**src/rtl/bin2bcd_pkg.sv**
```systemverilog
// rtl/bin2bcd_pkg.sv - shared types, constants and helpers for the sequential binary-to-BCD converter
package bin2bcd_pkg;

    typedef enum logic [1:0] {
        IDLE  = 2'd0,
        SHIFT = 2'd1,
        DONE  = 2'd2
    } state_t;

    localparam logic [3:0] BCD_MAX_DIGIT = 4'h9;
    localparam logic [3:0] ADJ_THRESH    = 4'd5;

    // Largest value representable in the given number of decimal digits (10^digits - 1).
    function automatic logic [63:0] max_bcd_value(input int digits);
        logic [63:0] v;
        v = 64'd1;
        for (int i = 0; i < digits; i++) begin
            v = v * 64'd10;
        end
        return v - 64'd1;
    endfunction

endpackage

```
**src/rtl/bin2bcd_seq_if.sv**
```systemverilog
// rtl/bin2bcd_seq_if.sv - request/result bundle between a converter client and bin2bcd_seq
interface bin2bcd_seq_if #(
    parameter int BIN_W  = 20,
    parameter int DIGITS = 6
);
    logic [BIN_W-1:0]    bin_in;
    logic                start;
    logic                busy;
    logic                done;
    logic                ovf;
    logic [4*DIGITS-1:0] bcd_out;

    modport master (
        output bin_in,
        output start,
        input  busy,
        input  done,
        input  ovf,
        input  bcd_out
    );

    modport slave (
        input  bin_in,
        input  start,
        output busy,
        output done,
        output ovf,
        output bcd_out
    );
endinterface

```
**src/rtl/bin2bcd_seq_digit_adj.sv**
```systemverilog
// rtl/bin2bcd_seq_digit_adj.sv - per-digit double-dabble correction: add 3 when the digit is 5 or more
module bcd_digit_adj
    import bin2bcd_pkg::*;
(
    input  logic [3:0] i_digit,
    output logic [3:0] o_digit
);
    // Max input reaching here is 9, so the sum tops out at 4'hC and cannot wrap.
    assign o_digit = (i_digit >= ADJ_THRESH) ? (i_digit + 4'd3) : i_digit;
endmodule

```
**src/rtl/bin2bcd_seq.sv**
```systemverilog
// rtl/bin2bcd_seq.sv - one-bit-per-clock double-dabble converter; BIN2BCD_SAT_EN saturates overflowed results to all 9s
module bin2bcd_seq
    import bin2bcd_pkg::*;
#(
    parameter int BIN_W  = 20,
    parameter int DIGITS = 6
) (
    input  logic clk,
    input  logic rst_n,
    bin2bcd_seq_if.slave bus
);
    localparam int          WORK_W  = 4 * DIGITS;
    localparam int          CNT_W   = $clog2(BIN_W + 1);
    localparam logic [63:0] MAX_VAL = max_bcd_value(DIGITS);

    state_t              r_state;
    state_t              w_state_nxt;
    logic [BIN_W-1:0]    r_bin;
    logic [WORK_W-1:0]   r_work;
    logic [WORK_W-1:0]   w_adj;
    logic [CNT_W-1:0]    r_cnt;
    logic                r_ovf_pend;
    logic [WORK_W-1:0]   r_bcd_out;
    logic                r_ovf;
    logic                r_done;

    genvar g;
    generate
        for (g = 0; g < DIGITS; g++) begin : g_adj
            bcd_digit_adj u_adj (
                .i_digit (r_work[4*g +: 4]),
                .o_digit (w_adj[4*g +: 4])
            );
        end
    endgenerate

    always_ff @(posedge clk or negedge rst_n) begin
        if (!rst_n) begin
            r_state <= IDLE;
        end else begin
            r_state <= w_state_nxt;
        end
    end

    always_comb begin
        w_state_nxt = r_state;
        case (r_state)
            IDLE:    if (bus.start) w_state_nxt = SHIFT;
            SHIFT:   if (r_cnt == CNT_W'(BIN_W - 1)) w_state_nxt = DONE;
            DONE:    w_state_nxt = IDLE;
            default: w_state_nxt = IDLE;
        endcase
    end

    always_ff @(posedge clk or negedge rst_n) begin
        if (!rst_n) begin
            r_bin      <= '0;
            r_work     <= '0;
            r_cnt      <= '0;
            r_ovf_pend <= 1'b0;
            r_bcd_out  <= '0;
            r_ovf      <= 1'b0;
            r_done     <= 1'b0;
        end else begin
            r_done <= 1'b0;
            case (r_state)
                IDLE: begin
                    if (bus.start) begin
                        r_bin      <= bus.bin_in;
                        r_work     <= '0;
                        r_cnt      <= '0;
                        r_ovf_pend <= (64'(bus.bin_in) > MAX_VAL);
                    end
                end
                SHIFT: begin
                    // Carry out of the top digit is dropped, so the raw result wraps modulo 10^DIGITS.
                    r_work <= {w_adj[WORK_W-2:0], r_bin[BIN_W-1]};
                    r_bin  <= {r_bin[BIN_W-2:0], 1'b0};
                    r_cnt  <= r_cnt + CNT_W'(1);
                end
                DONE: begin
`ifdef BIN2BCD_SAT_EN
                    r_bcd_out <= r_ovf_pend ? {DIGITS{BCD_MAX_DIGIT}} : r_work;
`else
                    r_bcd_out <= r_work;
`endif
                    r_ovf  <= r_ovf_pend;
                    r_done <= 1'b1;
                end
                default: ;
            endcase
        end
    end

    assign bus.busy    = (r_state != IDLE);
    assign bus.done    = r_done;
    assign bus.ovf     = r_ovf;
    assign bus.bcd_out = r_bcd_out;

endmodule
```
**src/flat_wrapper.sv**
```systemverilog
// flat-port wrapper written by rule: the top's interface ports become plain ports
module bin2bcd_seq_flat import bin2bcd_pkg::*;
#(
    parameter int BIN_W  = 20,
    parameter int DIGITS = 6
)
  (clk, rst_n, bus_bin_in, bus_start, bus_busy, bus_done, bus_ovf, bus_bcd_out);
  bin2bcd_seq_if #(.BIN_W(BIN_W), .DIGITS(DIGITS)) bus_i ();
  input  logic clk;
  input  logic rst_n;
  input wire logic [$bits(bus_i.bin_in)-1:0] bus_bin_in;
  input wire logic [$bits(bus_i.start)-1:0] bus_start;
  output wire logic [$bits(bus_i.busy)-1:0] bus_busy;
  output wire logic [$bits(bus_i.done)-1:0] bus_done;
  output wire logic [$bits(bus_i.ovf)-1:0] bus_ovf;
  output wire logic [$bits(bus_i.bcd_out)-1:0] bus_bcd_out;
  assign bus_i.bin_in = bus_bin_in;
  assign bus_i.start = bus_start;
  assign bus_busy = bus_i.busy;
  assign bus_done = bus_i.done;
  assign bus_ovf = bus_i.ovf;
  assign bus_bcd_out = bus_i.bcd_out;
  bin2bcd_seq #(.BIN_W(BIN_W), .DIGITS(DIGITS)) u_core (.clk(clk), .rst_n(rst_n), .bus(bus_i));
endmodule
```
**config.mk**
```make
export PLATFORM = sky130hd
export DESIGN_NAME = bin2bcd_seq_flat
export DESIGN_NICKNAME = d
export VERILOG_FILES = /design/src/rtl/bin2bcd_pkg.sv /design/src/rtl/bin2bcd_seq_if.sv /design/src/rtl/bin2bcd_seq_digit_adj.sv /design/src/rtl/bin2bcd_seq.sv /design/src/flat_wrapper.sv
export SDC_FILE = /design/constraint.sdc
export NUM_CORES = 1
export LEC_CHECK = 0
export CORE_MARGIN = 8
export CORE_UTILIZATION = 53
export CTS_CLUSTER_SIZE = 14
export DETAILED_ROUTE_END_ITERATION = 16
export MAX_ROUTING_LAYER = met4
export PLACE_DENSITY = 0.82
export SETUP_SLACK_MARGIN = 0.3
export SYNTH_ARGS = -nofsm -noshare
export SYNTH_HDL_FRONTEND = slang
export SYNTH_SLANG_ARGS = --single-unit
```
**constraint.sdc**
```tcl
create_clock -name clk -period 3.1 [get_ports clk]
set_input_delay 0.62 -clock clk [delete_from_list [all_inputs] [get_ports clk]]
set_output_delay 0.62 -clock clk [all_outputs]
set_load 0.01 [all_outputs]
```
### After elaboration in Yosys (flattened, before gate mapping)

Index checks and enable logic that the tools add are counted.

| word-level totals | value |
|---|---|
| register bits after elaboration | 78 |
| input port bits | 23 |
| output and inout bits | 27 |
| word-level logic and storage cells | 49 |

| operators by class | value |
|---|---|
| add/sub/neg operators | 7 |
| magnitude comparators | 7 |
| equality and inequality tests | 5 |
| multiplexer cells | 16 |
| reduce and logical (&&, ||, !) cells | 6 |

Operators by type and width:

| operator | number |
|---|---|
| $pmux 24 s2 | 1 |
| $pmux 20 s2 | 1 |
| $ge 4x3->1 const B | 6 |
| $mux 24 | 1 |
| $add 4x2->4 const B | 5 |
| $gt 20x20->1 const B | 1 |
| $mux 20 | 1 |
| $mux 4 | 5 |
| $pmux 5 s2 | 1 |
| $reduce_and 2->1 | 3 |
| $add 5x1->5 const B | 1 |
| $eq 5x5->1 const B | 1 |
| $mux 5 | 1 |
| $mux 2 | 2 |
| $pmux 2 s2 | 1 |
| $reduce_bool 2->1 | 2 |
| $add 3x2->3 const B | 1 |
| $mux 3 | 1 |
| $eq 2x1->1 const B | 1 |
| $eq 2x2->1 const B | 1 |
| $logic_not 2->1 | 1 |
| $ne 2x1->1 const B | 1 |
| $ne 2x2->1 const B | 1 |
| $mux 1 | 1 |

### Longest topological paths before layout

| logic depth | value |
|---|---|
| depth in word-level cells | 3 |
| depth in mapped cells | 6 |
| depth with buffers taken out | 6 |

### Modules after synthesis

Synthesis repeated with hierarchy kept, for this count alone.

| second synthesis, totals | value |
|---|---|
| cells, all modules | 385 |
| area, all modules | 3776.1 sq um |

By module, submodules not included:

| module | instances | cells an instance | area an instance (sq um) |
|---|---|---|---|
| bin2bcd_seq | 1 | 289 | 3168.0 |
| bcd_digit_adj | 6 | 16 | 101.3 |

### Least setup slack after synthesis

OpenSTA, ideal clock, no wires.

| path | value |
|---|---|
| path type | in2reg |
| from | input bus_start |
| to | register u_core.r_work[19] |
| data arrival time | 1.545 ns |
| slack | 1.433 ns |
| stages on the path | 6 |
| path buffers | 2 |
| path through | or3b_1 > buf_6 > nand2_8 > buf_8 > o31ai_2 > a32o_1 |

| on the way | value |
|---|---|
| cells in the longest elaborated chain, start to end | 2 |

RTL lines:

| what | RTL line | source |
|---|---|---|
| from (decl) | flat_wrapper.sv:12 | `input wire logic [$bits(bus_i.start)-1:0] bus_start;` |
| $ne 2x2->1 (no source line) | - |  |
| $reduce_and 2->1 (no source line) | - |  |
| to (signal assigned) | bin2bcd_seq.sv:77 | `r_work <= {w_adj[WORK_W-2:0], r_bin[BIN_W-1]};` |
| to (decl) | bin2bcd_seq.sv:19 | `logic [WORK_W-1:0] r_work;` |

Every way passes these cells.
A chain may end at the register's enable or synchronous reset.

### Worst setup path in the final report

| path | value |
|---|---|
| from | register u_core.r_state[0] |
| to | output bus_busy |

| on the way | value |
|---|---|
| cells in the longest elaborated chain, start to end | 1 |

RTL lines:

| what | RTL line | source |
|---|---|---|
| from (decl) | bin2bcd_seq.sv:16 | `state_t r_state;` |
| from (signal assigned) | bin2bcd_seq.sv:41 | `r_state <= w_state_nxt;` |
| $reduce_bool 2->1 | bin2bcd_seq.sv:95 | `assign bus.busy = (r_state != IDLE);` |
| to (decl) | flat_wrapper.sv:13 | `output wire logic [$bits(bus_i.busy)-1:0] bus_busy;` |

Every way passes these cells.

==> reports/qor.csv <==
stage,metric,value,unit
synthesis,synth_edf_count,0,
sta,clock_skew,0.0132,ns
synthesis,ys_seq_elements,78,
global_route,busiest_layer,met2,
worst_setup_path,r2r-start,u_core.r_state[1],
worst_setup_path,critPathLaunchType,register,
sta,slew_viol_final,0,
worst_hold_path,hp-class,in -> async,
global_route,overflow,0,
worst_setup_path,crit_required,2.48,ns
clock_network,postCtsSetupRepairBufs,0,
detailed_routing,wl_per_cell,16.0,um
outcome,run_status,completed,
sta,setup_violations,0,
clock_network,clk_latency,0.36,ns
global_route,grt_pass1_wl,12700,um
global_route,grt_util_met1,19.3,%
power,vdd_drop_max,0.000527,V
worst_setup_path,cp.arrival,1.59,ns
placed_design,post-dp-hpwl,4900,um
global_route,grt_use_met3,4.55,%
sta,setup-tns-final,0,ns
placed_design,gp_congestion,0.781,
detailed_routing,num_vias,2536,
sta,tightest_slew,0.949,ns
sta,rsz0062_at_grt,false,
clock_network,cts-buffers-inserted,9,
synthesis,ys.warnings.count,0,
layout,diodes,0,
global_route,track_usage,16.7,%
clock_network,ctsResizeCount,0,
layout,stdcell_count,449,
detailed_routing,avgViaCountPerCell,5.65,
floorplanning,die_w,97.2,um
clock_network,path_clk_slew,0.09,ns
sta,period_needed,2.21,ns
worst_setup_path,path_class,reg -> out,
synthesis,synth_area_leaders,"dfrtp_1 56%, mux2_2 5.2%, ha_1 4.6%",
detailed_routing,drt_iter0_drc,96,
worst_setup_path,endpoint_kind,primary output,
synthesis,postSynthCellCount,318,
floorplanning,die_area,0.00946,mm^2
synthesis,async_flop_share,100,%
worst_setup_path,path_max_fanout,6,
detailed_routing,drc,0,
synthesis,synthDistinctLibCells,37,
power,power.leakage,1.90,nW
synthesis,postSynthNetCount,354,
floorplanning,start_util,54.8,%
worst_setup_path,crit_start,u_core.r_state[0],
global_route,antenna_found_initial,0,
floorplanning,rows,29,
sta,maxSlewHeadroom,36.8,%
floorplanning,core_region_area,0.00639,mm^2
clock_network,cts-root-buf,clkbuf_8,
sta,fmax,0.453,GHz
global_route,grt_pass1_vias,2741,
detailed_routing,totalWireLength,7200,um
global_route,grt_start_max_net_pins,79,
placed_design,dp.cells,433,
clock_network,cts_hold_buf,0,
synthesis,synth_top_area_share,55.8,%
sta,post-route-period-util,71.2,%
synthesis,ys_seq_area_share,55.8,%
floorplanning,ioPinCount,50,
clock_network,clockBufferDepth,2,
layout,drive_above_1_share,11.3,%
synthesis,netlist_area,0.00350,mm^2
synthesis,syn_avg_cell_area,11.0,um^2
flow_run,cap_violations,0,
detailed_routing,antenna_left,0,
global_route,grtUsageMet2,25.7,%
synthesis,synth_largest_area_cell,dfrtp_1,
detailed_routing,dr.pass1.iters,4,
clock_network,cts.sink_count,78,
placed_design,port_buffers,49,
power,power_density,1080,mW/mm^2
layout,syn_to_final_growth,22.5,%
clock_network,tritoncts,done,
clock_network,h-tree-depth,3,
sta,hold_viol,0,
layout,finalNetCount,403,
layout,fill_cells,514,
floorplanning,die_h,97.2,um
synthesis,synth-main-ff-cell,dfrtp_1,
[per-stage QoR]
stage | cell area, um^2 | power (mW) | util, % | worst slack, ns | hold WS, ns
CTS | 4280 | 4.69 | 67.1 | 0.871 | 0.433
detailed placement | 4040 | 3.74 | 63.2 | 0.817 | 0.470
global placement | 4040 | 3.62 | 63.2 | 0.861 | 0.461
global route | 4280 | 5.00 | 67.1 | 0.817 | 0.494
finish | 4280 | 4.65 | 67.1 | 0.893 | 0.401
floorplan | 3500 | 3.08 | - | 1.43 | 0.324
[layout make-up]
cell class | count | area, um^2 | area share, %
Clock buffer | 11 | 141 | 3.30
Tap cell | 77 | 96.3 | 2.25
Multi-Input combinational cell | 210 | 1410 | 32.8
Sequential cell | 78 | 1950 | 45.6
Clock inverter | 5 | 106 | 2.48
Inverter | 13 | 48.8 | 1.14
Timing Repair Buffer | 55 | 533 | 12.4
[report_power, final]
part / switching, mW / internal, mW / leakage, nW / total [mW]
Clock: 0.374 / 0.559 / 0.120 / 0.933
Combinational: 0.983 / 0.955 / 0.819 / 1.94
Sequential: 0.307 / 1.47 / 0.962 / 1.77
Total: 1.66 / 2.98 / 1.90 / 4.65
[cells in the mapped netlist, types with 3 or more instances]
library cell,instances
nand2b_1,8
a21oi_1,6
mux2i_1,3
nor2_1,36
xnor2_1,6
a22o_1,4
nand4_1,3
nand2_1,26
a32o_1,6
inv_1,13
o22ai_1,23
buf_2,7
nand3_1,4
ha_1,13
clkbuf_1,6
mux2_2,16
xor2_1,5
o32ai_1,5
o21ai_0,25
o31ai_1,5
dfrtp_1,78
[final timing paths]
path                            depth (start not counted)                      to  slack [ns]
worst max-delay path                                    2                bus_busy        0.89
worst min-delay path                                    1  u_core.bus.bcd_out[11]        0.40
worst max register to register                          4       u_core.r_work[23]        1.19
worst min register to register                          2   u_core.bus.bcd_out[5]        0.48
max in group asynchronous                               1       u_core.r_work[22]        2.07
min in group clk                                        2   u_core.bus.bcd_out[5]        0.48
[cells in the final DEF (no fill, tap or decap), types with 2 or more instances in the layout]
master | synthesis | final
clkdlybuf4s50_1 | 0 | 48
o21ai_0 | 25 | 25
xor2_1 | 5 | 5
o31ai_2 | 2 | 2
ha_1 | 13 | 13
a32o_1 | 6 | 6
nand2_1 | 26 | 26
a22oi_1 | 2 | 2
nand4_1 | 3 | 3
o32ai_1 | 5 | 5
bufinv_16 | 0 | 3
nand3_1 | 4 | 4
xnor2_1 | 6 | 6
nand2b_1 | 8 | 8
dfrtp_1 | 78 | 78
a21oi_1 | 6 | 6
o31ai_1 | 5 | 5
nor2b_1 | 2 | 2
buf_4 | 0 | 7
mux2_2 | 16 | 16
o22ai_1 | 23 | 23
a22o_1 | 4 | 4
nor2_1 | 36 | 36
mux2i_1 | 3 | 3
clkbuf_8 | 0 | 10
inv_1 | 13 | 13
[registers in the layout, summed over array words and instances, names as in the netlist]
name / count
u_core.bus.bcd_out: 24
u_core.bus.done: 1
u_core.bus.ovf: 1
u_core.r_bin: 20
u_core.r_cnt: 5
u_core.r_ovf_pend: 1
u_core.r_state: 2
u_core.r_work: 24
[routing by layer]
layer	vias to the layer above	part of all wire, %
met4	0	2.1
met5	-	0
li1	1226	-
met1	1240	47
met2	56	47
met3	14	4.6
[critical path: stages, from the launching register on]
cell and delay (ns):
dfrtp_1 0.43, or2_2 0.33, clkdlybuf4s50_1 0.48
[cells by family (layout without fill, tap and decap cells)]
logic type	after synthesis	in the layout	synth area share (%)
AND/OR/NAND/NOR	87	87	11.6
flip-flops	78	78	55.8
buffers and inverters	30	84	4.01
AO/OA/AOI/OAI	80	80	15.2
adder cells (fa/ha/maj)	13	13	4.65
XOR/XNOR	11	11	2.75
multiplexers	19	19	6.01
Note: power is estimated with default switching activity, not from simulation.
